$ cat src/rtl/goal_pkg.sv
// Purpose: shared types and constants for the goal detector (FSM states, goal codes, coordinate widths).
// Latency: n/a (declarations only).
// Backpressure: n/a.
package goal_pkg;

  // Ball coordinates arrive as 11-bit signed values; centre maths uses one extra bit.
  localparam int COORD_W  = 11;
  localparam int CENTRE_W = COORD_W + 1;

  // Detector FSM states; the raw encoding is exported on detectState for debug.
  typedef enum logic [1:0] {
    PLAY       = 2'd0,
    SCORED     = 2'd1,
    HOLD       = 2'd2,
    WAIT_CLEAR = 2'd3
  } goal_state_e;

  // goalWasScored codes; 2'b11 is never produced.
  localparam logic [1:0] GOAL_NONE  = 2'b00;
  localparam logic [1:0] GOAL_RIGHT = 2'b01;
  localparam logic [1:0] GOAL_LEFT  = 2'b10;

  // Collapse the two zone flags into a goal code. Both flags set means the
  // goal parameters overlap, which is treated as "no zone" rather than guessed.
  function automatic logic [1:0] zone_code(input logic in_left, input logic in_right);
    logic [1:0] code;
    code = GOAL_NONE;
    if (in_right && !in_left) begin
      code = GOAL_RIGHT;
    end else if (in_left && !in_right) begin
      code = GOAL_LEFT;
    end
    return code;
  endfunction

endpackage

$ cat src/rtl/goal_zone_check.sv
// Purpose: combinational ball-centre computation and left/right goal-mouth membership test.
// Latency: 0 cycles (pure combinational).
// Backpressure: none; outputs follow inputs.
module goal_zone_check
  import goal_pkg::*;
#(
  parameter int BALL_W        = 32,
  parameter int BALL_H        = 64,
  parameter int LEFT_GOAL_X   = 32,
  parameter int RIGHT_GOAL_X  = 603,
  parameter int GOAL_TOP_Y    = 205,
  parameter int GOAL_BOTTOM_Y = 269
) (
  input  logic [COORD_W-1:0] i_x,
  input  logic [COORD_W-1:0] i_y,
  output logic               o_in_left,
  output logic               o_in_right
);

  // Thresholds pre-sized to the centre width so every compare is signed-vs-signed.
  localparam logic signed [CENTRE_W-1:0] C_HALF_W = CENTRE_W'(BALL_W / 2);
  localparam logic signed [CENTRE_W-1:0] C_HALF_H = CENTRE_W'(BALL_H / 2);
  localparam logic signed [CENTRE_W-1:0] C_LEFT   = CENTRE_W'(LEFT_GOAL_X);
  localparam logic signed [CENTRE_W-1:0] C_RIGHT  = CENTRE_W'(RIGHT_GOAL_X);
  localparam logic signed [CENTRE_W-1:0] C_TOP    = CENTRE_W'(GOAL_TOP_Y);
  localparam logic signed [CENTRE_W-1:0] C_BOTTOM = CENTRE_W'(GOAL_BOTTOM_Y);

  logic signed [CENTRE_W-1:0] w_cx;
  logic signed [CENTRE_W-1:0] w_cy;
  logic                       w_in_y;
  logic                       w_raw_left;
  logic                       w_raw_right;

  // Sign-extend by one bit before adding the half-size so a ball near the
  // positive edge of the 11-bit range cannot wrap negative.
  assign w_cx = $signed({i_x[COORD_W-1], i_x}) + C_HALF_W;
  assign w_cy = $signed({i_y[COORD_W-1], i_y}) + C_HALF_H;

  // Both goal mouths share the same vertical band (inclusive at both ends).
  assign w_in_y = (w_cy >= C_TOP) && (w_cy <= C_BOTTOM);

  // Right goal is inclusive at its threshold, left goal is strict.
  assign w_raw_right = w_in_y && (w_cx >= C_RIGHT);
  assign w_raw_left  = w_in_y && (w_cx <  C_LEFT);

  // Overlapping zones can only come from bad parameters; report neither.
  assign o_in_right = w_raw_right && !w_raw_left;
  assign o_in_left  = w_raw_left  && !w_raw_right;

endmodule

$ cat src/rtl/goal_detector.sv
// Purpose: per-frame goal detection FSM; pulses goalWasScored once per goal, then holds off
//          (ballResetReq) for HOLD_FRAMES frames and waits for the ball to leave both goals.
// Latency: goal pulse 1 cycle after the confirming startOfFrame. Backpressure: none.
// Build option: define GOAL_DEBOUNCE_EN to require CONFIRM_FRAMES consecutive in-zone frames;
//               left undefined, the first enabled in-zone frame in PLAY scores.
module goal_detector
  import goal_pkg::*;
#(
  parameter int BALL_W         = 32,
  parameter int BALL_H         = 64,
  parameter int LEFT_GOAL_X    = 32,
  parameter int RIGHT_GOAL_X   = 603,
  parameter int GOAL_TOP_Y     = 205,
  parameter int GOAL_BOTTOM_Y  = 269,
  parameter int CONFIRM_FRAMES = 2,
  parameter int HOLD_FRAMES    = 60
) (
  input  logic        clk,
  input  logic        reset,
  input  logic        startOfFrame,
  input  logic        gameEnable,
  input  logic [10:0] ballTopLeftX,
  input  logic [10:0] ballTopLeftY,
  output logic [1:0]  goalWasScored,
  output logic        ballResetReq,
  output logic [1:0]  detectState
);

  // Parameter legality: counters are 4 bits (confirm) and 8 bits (hold), and
  // zero would make the FSM skip a state it relies on.
  if (CONFIRM_FRAMES < 1 || CONFIRM_FRAMES > 15) begin : g_bad_confirm
    $error("goal_detector: CONFIRM_FRAMES must be in 1..15");
  end
  if (HOLD_FRAMES < 1 || HOLD_FRAMES > 255) begin : g_bad_hold
    $error("goal_detector: HOLD_FRAMES must be in 1..255");
  end

  localparam logic [7:0] C_HOLD = 8'(HOLD_FRAMES);

  goal_state_e r_state;
  logic [1:0]  r_goal;
  logic        r_req;
  logic [7:0]  r_hold_cnt;

  logic        w_in_left;
  logic        w_in_right;
  logic [1:0]  w_zone;
  logic [1:0]  w_en_zone;
  logic        w_confirmed;

  goal_zone_check #(
    .BALL_W        (BALL_W),
    .BALL_H        (BALL_H),
    .LEFT_GOAL_X   (LEFT_GOAL_X),
    .RIGHT_GOAL_X  (RIGHT_GOAL_X),
    .GOAL_TOP_Y    (GOAL_TOP_Y),
    .GOAL_BOTTOM_Y (GOAL_BOTTOM_Y)
  ) u_zone (
    .i_x        (ballTopLeftX),
    .i_y        (ballTopLeftY),
    .o_in_left  (w_in_left),
    .o_in_right (w_in_right)
  );

  // Zone as a goal code; gated by gameEnable only where PLAY consumes it.
  assign w_zone    = zone_code(w_in_left, w_in_right);
  assign w_en_zone = gameEnable ? w_zone : GOAL_NONE;

`ifdef GOAL_DEBOUNCE_EN
  localparam logic [3:0] C_CONFIRM = 4'(CONFIRM_FRAMES);

  logic [3:0] r_confirm_cnt;
  logic [1:0] r_prev_zone;
  logic [3:0] w_confirm_nxt;

  // Next run length of consecutive same-zone frames; a zone change restarts
  // at 1, leaving the zones (or disabling the game) drops it to 0.
  always_comb begin
    w_confirm_nxt = 4'd0;
    if (w_en_zone != GOAL_NONE) begin
      if (w_en_zone == r_prev_zone) begin
        w_confirm_nxt = 4'(r_confirm_cnt + 4'd1);
      end else begin
        w_confirm_nxt = 4'd1;
      end
    end
  end

  // The run never exceeds C_CONFIRM because reaching it leaves PLAY.
  assign w_confirmed = (w_en_zone != GOAL_NONE) && (w_confirm_nxt >= C_CONFIRM);
`else
  // No debounce: any enabled in-zone frame confirms immediately.
  assign w_confirmed = (w_en_zone != GOAL_NONE);
`endif

  // Detector FSM: state, registered outputs and the frame counters.
  always_ff @(posedge clk) begin
    if (reset) begin
      r_state    <= PLAY;
      r_goal     <= GOAL_NONE;
      r_req      <= 1'b0;
      r_hold_cnt <= 8'd0;
`ifdef GOAL_DEBOUNCE_EN
      r_confirm_cnt <= 4'd0;
      r_prev_zone   <= GOAL_NONE;
`endif
    end else begin
      // goalWasScored is a single-cycle pulse; it is re-armed only on entry to SCORED.
      r_goal <= GOAL_NONE;
      case (r_state)
        PLAY: begin
          if (startOfFrame) begin
`ifdef GOAL_DEBOUNCE_EN
            r_confirm_cnt <= w_confirm_nxt;
            r_prev_zone   <= w_en_zone;
`endif
            if (w_confirmed) begin
              r_state <= SCORED;
              r_goal  <= w_en_zone;
`ifdef GOAL_DEBOUNCE_EN
              // Start the next rally with a clean run history.
              r_confirm_cnt <= 4'd0;
              r_prev_zone   <= GOAL_NONE;
`endif
            end
          end
        end

        SCORED: begin
          // A frame landing in this cycle is deliberately not counted toward the hold.
          r_hold_cnt <= C_HOLD;
          r_req      <= 1'b1;
          r_state    <= HOLD;
        end

        HOLD: begin
          if (startOfFrame) begin
            if (r_hold_cnt <= 8'd1) begin
              r_hold_cnt <= 8'd0;
              r_req      <= 1'b0;
              r_state    <= WAIT_CLEAR;
            end else begin
              r_hold_cnt <= r_hold_cnt - 8'd1;
            end
          end
        end

        WAIT_CLEAR: begin
          // A ball still parked in a net must not score twice; wait for it to leave.
          if (startOfFrame && (w_zone == GOAL_NONE)) begin
            r_state <= PLAY;
          end
        end

        default: begin
          r_state <= PLAY;
          r_req   <= 1'b0;
        end
      endcase
    end
  end

  assign goalWasScored = r_goal;
  assign ballResetReq  = r_req;
  assign detectState   = r_state;

endmodule
$ cat config.mk
export PLATFORM = sky130hd
export DESIGN_NAME = goal_detector
export DESIGN_NICKNAME = d
export VERILOG_FILES = /design/src/rtl/goal_pkg.sv /design/src/rtl/goal_zone_check.sv /design/src/rtl/goal_detector.sv
export SDC_FILE = /design/constraint.sdc
export NUM_CORES = 1
export LEC_CHECK = 0
export CAP_MARGIN = 30
export CORE_MARGIN = 4
export CORE_UTILIZATION = 47
export CTS_CLUSTER_DIAMETER = 80
export DETAILED_ROUTE_END_ITERATION = 8
export GPL_TIMING_DRIVEN = 0
export PLACE_DENSITY_LB_ADDON = 0.25
export SLEW_MARGIN = 0
export SYNTH_ARGS = -nofsm -noshare
export SYNTH_HDL_FRONTEND = slang
export SYNTH_SLANG_ARGS = --single-unit
export TNS_END_PERCENT = 20
$ cat constraint.sdc
create_clock -name clk -period 3.1 [get_ports clk]
set_clock_uncertainty 0.15 [all_clocks]
set_input_delay 0.31 -clock clk [delete_from_list [all_inputs] [get_ports clk]]
set_output_delay 0.31 -clock clk [all_outputs]
set_load 0.03 [all_outputs]
**Word-level counts from Yosys, hierarchy flattened**

Cells that the tools add are included.

- Bits in registers: 13
- Logic and storage cells: 58

- Add/sub/neg operators: 3
- Magnitude comparators: 5
- Eq/ne operators: 8
- Muxes and demuxes: 15
- Bitwise logic cells: 3
- Reduce and logical (&&, ||, !) cells: 20

Operators by type and width:

| kind | count |
|---|---|
| $mux 2 | 8 |
| $mux 8 | 2 |
| $pmux 8 s2 | 1 |
| $add 11x6->12 const B | 1 |
| $add 11x7->12 const B | 1 |
| $ge 12x11->1 const B | 1 |
| $ge 12x9->1 const B | 1 |
| $le 12x10->1 const B | 1 |
| $lt 12x7->1 const B | 1 |
| $ne 2x2->1 const B | 5 |
| $le 8x1->1 const B | 1 |
| $logic_and 1x1->1 | 8 |
| $pmux 2 s4 | 1 |
| $sub 8x1->8 const B | 1 |
| $reduce_and 5->1 | 1 |
| $eq 2x2->1 const B | 2 |
| $logic_not 1->1 | 4 |
| $logic_not 2->1 | 2 |
| $reduce_bool 2->1 | 2 |
| $reduce_or 4->1 | 1 |
| $not 1->1 | 3 |
| $reduce_and 3->1 | 1 |
| $eq 2x1->1 const B | 1 |
| $mux 1 | 2 |
| other kinds (2) | 2 |

**Longest topological paths before layout**

- Word-level depth: 15
- Depth in mapped cells: 11
- Mapped depth without buffers: 11

**By module**

A second synthesis with hierarchy kept.

- Cells, all modules: 133
- Area total of the unflattened synthesis: 1,079.8 sq um

Modules (own cells, without submodules):

| module | instances | cells each | area each (sq um) |
|---|---|---|---|
| goal_detector | 1 | 90 | 769.5 |
| goal_zone_check | 1 | 43 | 310.3 |

**Least setup slack after synthesis**

Ideal clock, no wire load.

- Path type: in2reg
- Start point: input port ballTopLeftY[5]
- End point: register r_state[0] (netlist: detectState[0])
- Library setup time: 0.130 ns
- Arrival: 2.498 ns
- Setup slack: 0.322 ns
- Stages: 10
- Buffers on the path: 0
- Cells stage by stage: ha_1 -> xnor2_1 -> or4b_2 -> a21oi_1 -> and3_1 -> ha_1 -> o211ai_1 -> a221o_1 -> nor3_1 -> a211oi_1

- Word-level cells in the longest chain between the ends: 14
- Elaborated cells on any way between the ends: 23
- Those cells by class: 1 x add/sub; 2 x order compare; 2 x eq/ne; 3 x mux; 15 x reduce/logical

RTL lines:

| element | line | text |
|---|---|---|
| start, declared | goal_detector.sv:23 | `input logic [10:0] ballTopLeftY,` |
| $add 11x7->12 (*) | goal_zone_check.sv:37 | `assign w_cy = $signed({i_y[COORD_W-1], i_y}) + C_HALF_H;` |
| $ge 12x9->1 or $le 12x10->1 (tied branches) | goal_zone_check.sv:40 | `assign w_in_y = (w_cy >= C_TOP) && (w_cy <= C_BOTTOM);` |
| $logic_and 1x1->1 (*) | goal_zone_check.sv:40 |  |
| $logic_and 1x1->1 | goal_zone_check.sv:44 | `assign w_raw_left = w_in_y && (w_cx < C_LEFT);` |
| $logic_not 1->1 | goal_zone_check.sv:47 | `assign o_in_right = w_raw_right && !w_raw_left;` |
| $logic_and 1x1->1 | goal_zone_check.sv:47 |  |
| $logic_not 1->1 | goal_pkg.sv:30 | `end else if (in_left && !in_right) begin` |
| $logic_and 1x1->1 | goal_pkg.sv:30 |  |
| $mux 2 | goal_pkg.sv:30 |  |
| $mux 2 (*) | goal_pkg.sv:28 | `if (in_right && !in_left) begin` |
| $mux 2 or $logic_not 2->1 (tied branches) | goal_detector.sv:67, goal_detector.sv:150 |  |
| $reduce_bool 2->1 or $logic_and 1x1->1 (tied branches) | goal_detector.sv:93, goal_detector.sv:150 |  |
| $ne 2x2->1 (no source line) | n/a |  |
| $reduce_and 5->1 (no source line) (*) | n/a |  |
| end signal, assigned | goal_detector.sv:99 | `r_state <= PLAY;` |
| end signal, assigned | goal_detector.sv:118 | `r_state <= SCORED;` |
| end signal, assigned | goal_detector.sv:133 | `r_state <= HOLD;` |
| end, declared | goal_detector.sv:40 | `goal_state_e r_state;` |

Mark *: on every way between the ends. The rest lies on a longest branch, timed or not.
A chain may end at the register's enable or synchronous reset.

**Worst setup path after layout**

- Start point: input port ballTopLeftX[6]
- End point: register r_state[1] (netlist: detectState[1])

- Word-level cells in the longest chain between the ends: 13
- Elaborated cells on any way between the ends: 22
- Those cells by class: 1 x add/sub; 2 x order compare; 2 x eq/ne; 3 x mux; 14 x reduce/logical

RTL lines:

| element | line | text |
|---|---|---|
| start, declared | goal_detector.sv:22 | `input logic [10:0] ballTopLeftX,` |
| $add 11x6->12 (*) | goal_zone_check.sv:36 | `assign w_cx = $signed({i_x[COORD_W-1], i_x}) + C_HALF_W;` |
| $lt 12x7->1 | goal_zone_check.sv:44 |  |
| $logic_and 1x1->1 | goal_zone_check.sv:44 |  |
| $logic_not 1->1 | goal_zone_check.sv:47 |  |
| $logic_and 1x1->1 | goal_zone_check.sv:47 |  |
| $logic_not 1->1 | goal_pkg.sv:30 |  |
| $logic_and 1x1->1 | goal_pkg.sv:30 |  |
| $mux 2 | goal_pkg.sv:30 |  |
| $mux 2 (*) | goal_pkg.sv:28 |  |
| $mux 2 or $logic_not 2->1 (tied branches) | goal_detector.sv:67, goal_detector.sv:150 |  |
| $reduce_bool 2->1 or $logic_and 1x1->1 (tied branches) | goal_detector.sv:93, goal_detector.sv:150 |  |
| $ne 2x2->1 (no source line) | n/a |  |
| $reduce_and 5->1 (no source line) (*) | n/a |  |

Marked as above.

==> impl_metrics.json <==
{
  "outcome": "complete, no violations",
  "fin_crit_ns": 2.83,
  "numCtsBuffers": 3,
  "synth_cell_types": 40,
  "seq_area_frac_synth_pct": 23.7,
  "wl_per_cell_um": 12.8,
  "start_kind": "input port",
  "hold_violations": 0,
  "gp_congestion": 0.782,
  "die_y_um": 56.3,
  "dpl.hpwl_mm": 2.07,
  "syn_area_per_cell_um2": 7.77,
  "maxSlewHeadroom_pct": 63.6,
  "worst_pin_slew_ns": 0.541,
  "power.internal_uw": 468,
  "dr.pass1.iters": 4,
  "synth_edf_count": 0,
  "path_clk_slew_ns": 0.08,
  "vias": 1147,
  "vdd_drop_max_mv": 0.713,
  "viasPerCell": 5.65,
  "yosysWarnings": 0,
  "core-area_um2": 2210,
  "slew_violations": 0,
  "stdcell_count": 203,
  "synthCells": 141,
  "pwr-share-comb_pct": 57.7,
  "clk_latency_ns": 0.27,
  "cts_sinks": 13,
  "synthTopCellsByArea": "dfxtp_1, ha_1, a21oi_1",
  "critPathKind": "in2reg",
  "synth_top_cell_by_area": "dfxtp_1",
  "pin_count": 31,
  "dieArea_um2": 3170,
  "maxCapViolCount": 0,
  "drive_gt1_share_pct": 8.00,
  "grt_pass1_wl_mm": 4.53,
  "end_kind": "flop",
  "drt_first_iter_violations": 34,
  "total_power_uw": 851,
  "whs_ns": 0.339,
  "critical_path_peak_fanout": 5,
  "rsz0062_at_grt": "false",
  "grt_pass1_vias": 1131,
  "grt_max_degree": 11,
  "utilization_pct": 68.3,
  "synth_top_area_share_pct": 23.7,
  "cts_tree": "done",
  "rows": 17,
  "ant_nets": 0,
  "antenna_found_initial": 0,
  "track_usage_pct": 17.0,
  "port_buffers": 30,
  "critical_path_required_ns": 3.11,
  "timing.fmax_mhz": 353,
  "synthToLayoutAreaGrowth_pct": 37.8,
  "p_switching_uw": 383,
  "arrival_ns": 2.84,
  "clockPowerShare_pct": 11.8,
  "powerDensity_nw_per_um2": 563,
  "nets": 215,
  "overflow": 0,
  "synthFlopType": "dfxtp_1",
  "setup_violations": 0,
  "dp_cells": 199,
  "die_width_um": 56.3,
  "ys_async_sr_fraction_pct": 0,
  "swShare_pct": 45.0,
  "num_antenna_cells": 0,
  "synthesis.area_um2": 1100,
  "routed_wl_mm": 2.61,
  "cts_max_level": 1,
  "worstHoldPathType": "reg2reg",
  "power_leakage_uw": 0.000628,
  "clockBufferDepth": 2,
  "start_util_pct": 49.5,
  "fin_tns_setup_ns": 0,
  "timing.final.crit_share_pct": 91.4,
  "pwr-share-seq_pct": 30.6,
  "ys_ff_latch": 13,
  "cts_root_buf": "clkbuf_4",
  "synthesis.nets": 180,
  "remaining_drc_errors": 0
}
-- Yosys cell counts (3+ instances only) --
cell type  count
a21oi_1       14
and2_1         4
and3_1         4
dfxtp_1       13
ha_1          13
inv_1          8
nand2_1       12
nand3_1        5
nand4_1        3
nor2_1        14
nor3_1         8
o21ai_0        4
xnor2_1        5
-- power groups by stage --
stage                     clock [µW]  combinational, µW  sequential, µW
after detailed placement           0                474             263
after floorplan                    0                309             279
after global routing             114                551             269
final                           99.9                491             260
after CTS                        104                483             259
after global placement             0                457             258
-- kinds of logic (layout without fill, tap and decap cells) --
logic type	after synthesis	after routing	share of synthesized area (%)
AO/OA/AOI/OAI	34	34	20.4
XOR/XNOR	6	6	4.79
adder cells (fa/ha/maj)	13	13	14.8
buffers and inverters	11	45	4.91
flip-flops	13	13	23.7
multiplexers	2	2	1.83
AND/OR/NAND/NOR	62	62	29.5
-- what timing repair did --
action | CTS | global route
setup endpoints to repair | 2 | 2
hold buffers | 0 | 0
gates resized for setup | 3 | 11
pin swaps | 2 | 2
buffers inserted | 0 | 0
-- cells in the final DEF (no fill, tap or decap), types with 2 or more instances in the layout --
cell and count:
dlymetal6s2s_1 4, ha_1 12, inv_1 8, nand3_1 4
xnor2_1 5, buf_4 2, clkbuf_4 3, a31oi_1 2
a21o_1 2, nor3_1 7, clkdlybuf4s50_1 25, a21oi_1 13
or3_1 2, and2_1 4, dfxtp_1 13, and3_1 4
mux2i_1 2, o21ai_0 4, o211ai_1 2, nand2_1 12
nand4_1 3, nor2_1 14
-- per-layer routing --
metal | vias up | track usage, % | routed length [µm]
met4 | 0 | 3.39 | 29
met5 | - | 0 | 0
met1 | 520 | 20.2 | 1200
li1 | 586 | - | -
met3 | 6 | 5.52 | 144
met2 | 35 | 29.9 | 1240
-- registers in the layout (all words and copies together), names as in the netlist --
signal	cells
ballResetReq	1
detectState	2
goalWasScored	2
r_hold_cnt	8
-- critical path, cell delays in order --
cell	delay, ns
clkdlybuf4s50_1	0.54
and3_1	0.21
a31oi_1	0.11
a311o_1	0.34
a31o_2	0.26
and3_1	0.18
ha_1	0.20
o211ai_1	0.18
a221o_1	0.26
mux2i_1	0.20
nor2_1	0.05
-- worst paths after layout --
kind / startpoint / end / slack [ns] / depth (start not counted)
max: ballTopLeftX[6] / detectState[1]$_SDFFE_PP0P_ / 0.27 / 11
min: r_hold_cnt[1]$_SDFFE_PP0P_ / r_hold_cnt[1]$_SDFFE_PP0P_ / 0.34 / 2
max reg2reg: r_hold_cnt[0]$_SDFFE_PP0P_ / r_hold_cnt[6]$_SDFFE_PP0P_ / 0.90 / 6
min reg2reg: r_hold_cnt[1]$_SDFFE_PP0P_ / r_hold_cnt[1]$_SDFFE_PP0P_ / 0.34 / 2
-- layout make-up --
cell class                      instances  area [µm²]
Tap cell                               28        35.0
Inverter                                8        30.0
Fill cell                             201         702
Sequential cell                        13         260
Clock buffer                            4        26.3
Timing Repair Buffer                   30         309
Buffer                                  3        23.8
Multi-Input combinational cell        117         826
-- stage by stage --
| stage | setup WS [ns] | instance area (µm²) |
|---|---|---|
| 2_1_floorplan | 0.322 | 1100 |
| 3_3_place_gp | -0.392 | 1430 |
| 3_5_place_dp | -0.480 | 1430 |
| 4_1_cts | 0.00775 | 1470 |
| 5_1_grt | 0.0728 | 1510 |
| 6_report | 0.267 | 1510 |
No activity file was read; power rests on OpenSTA's default activity.
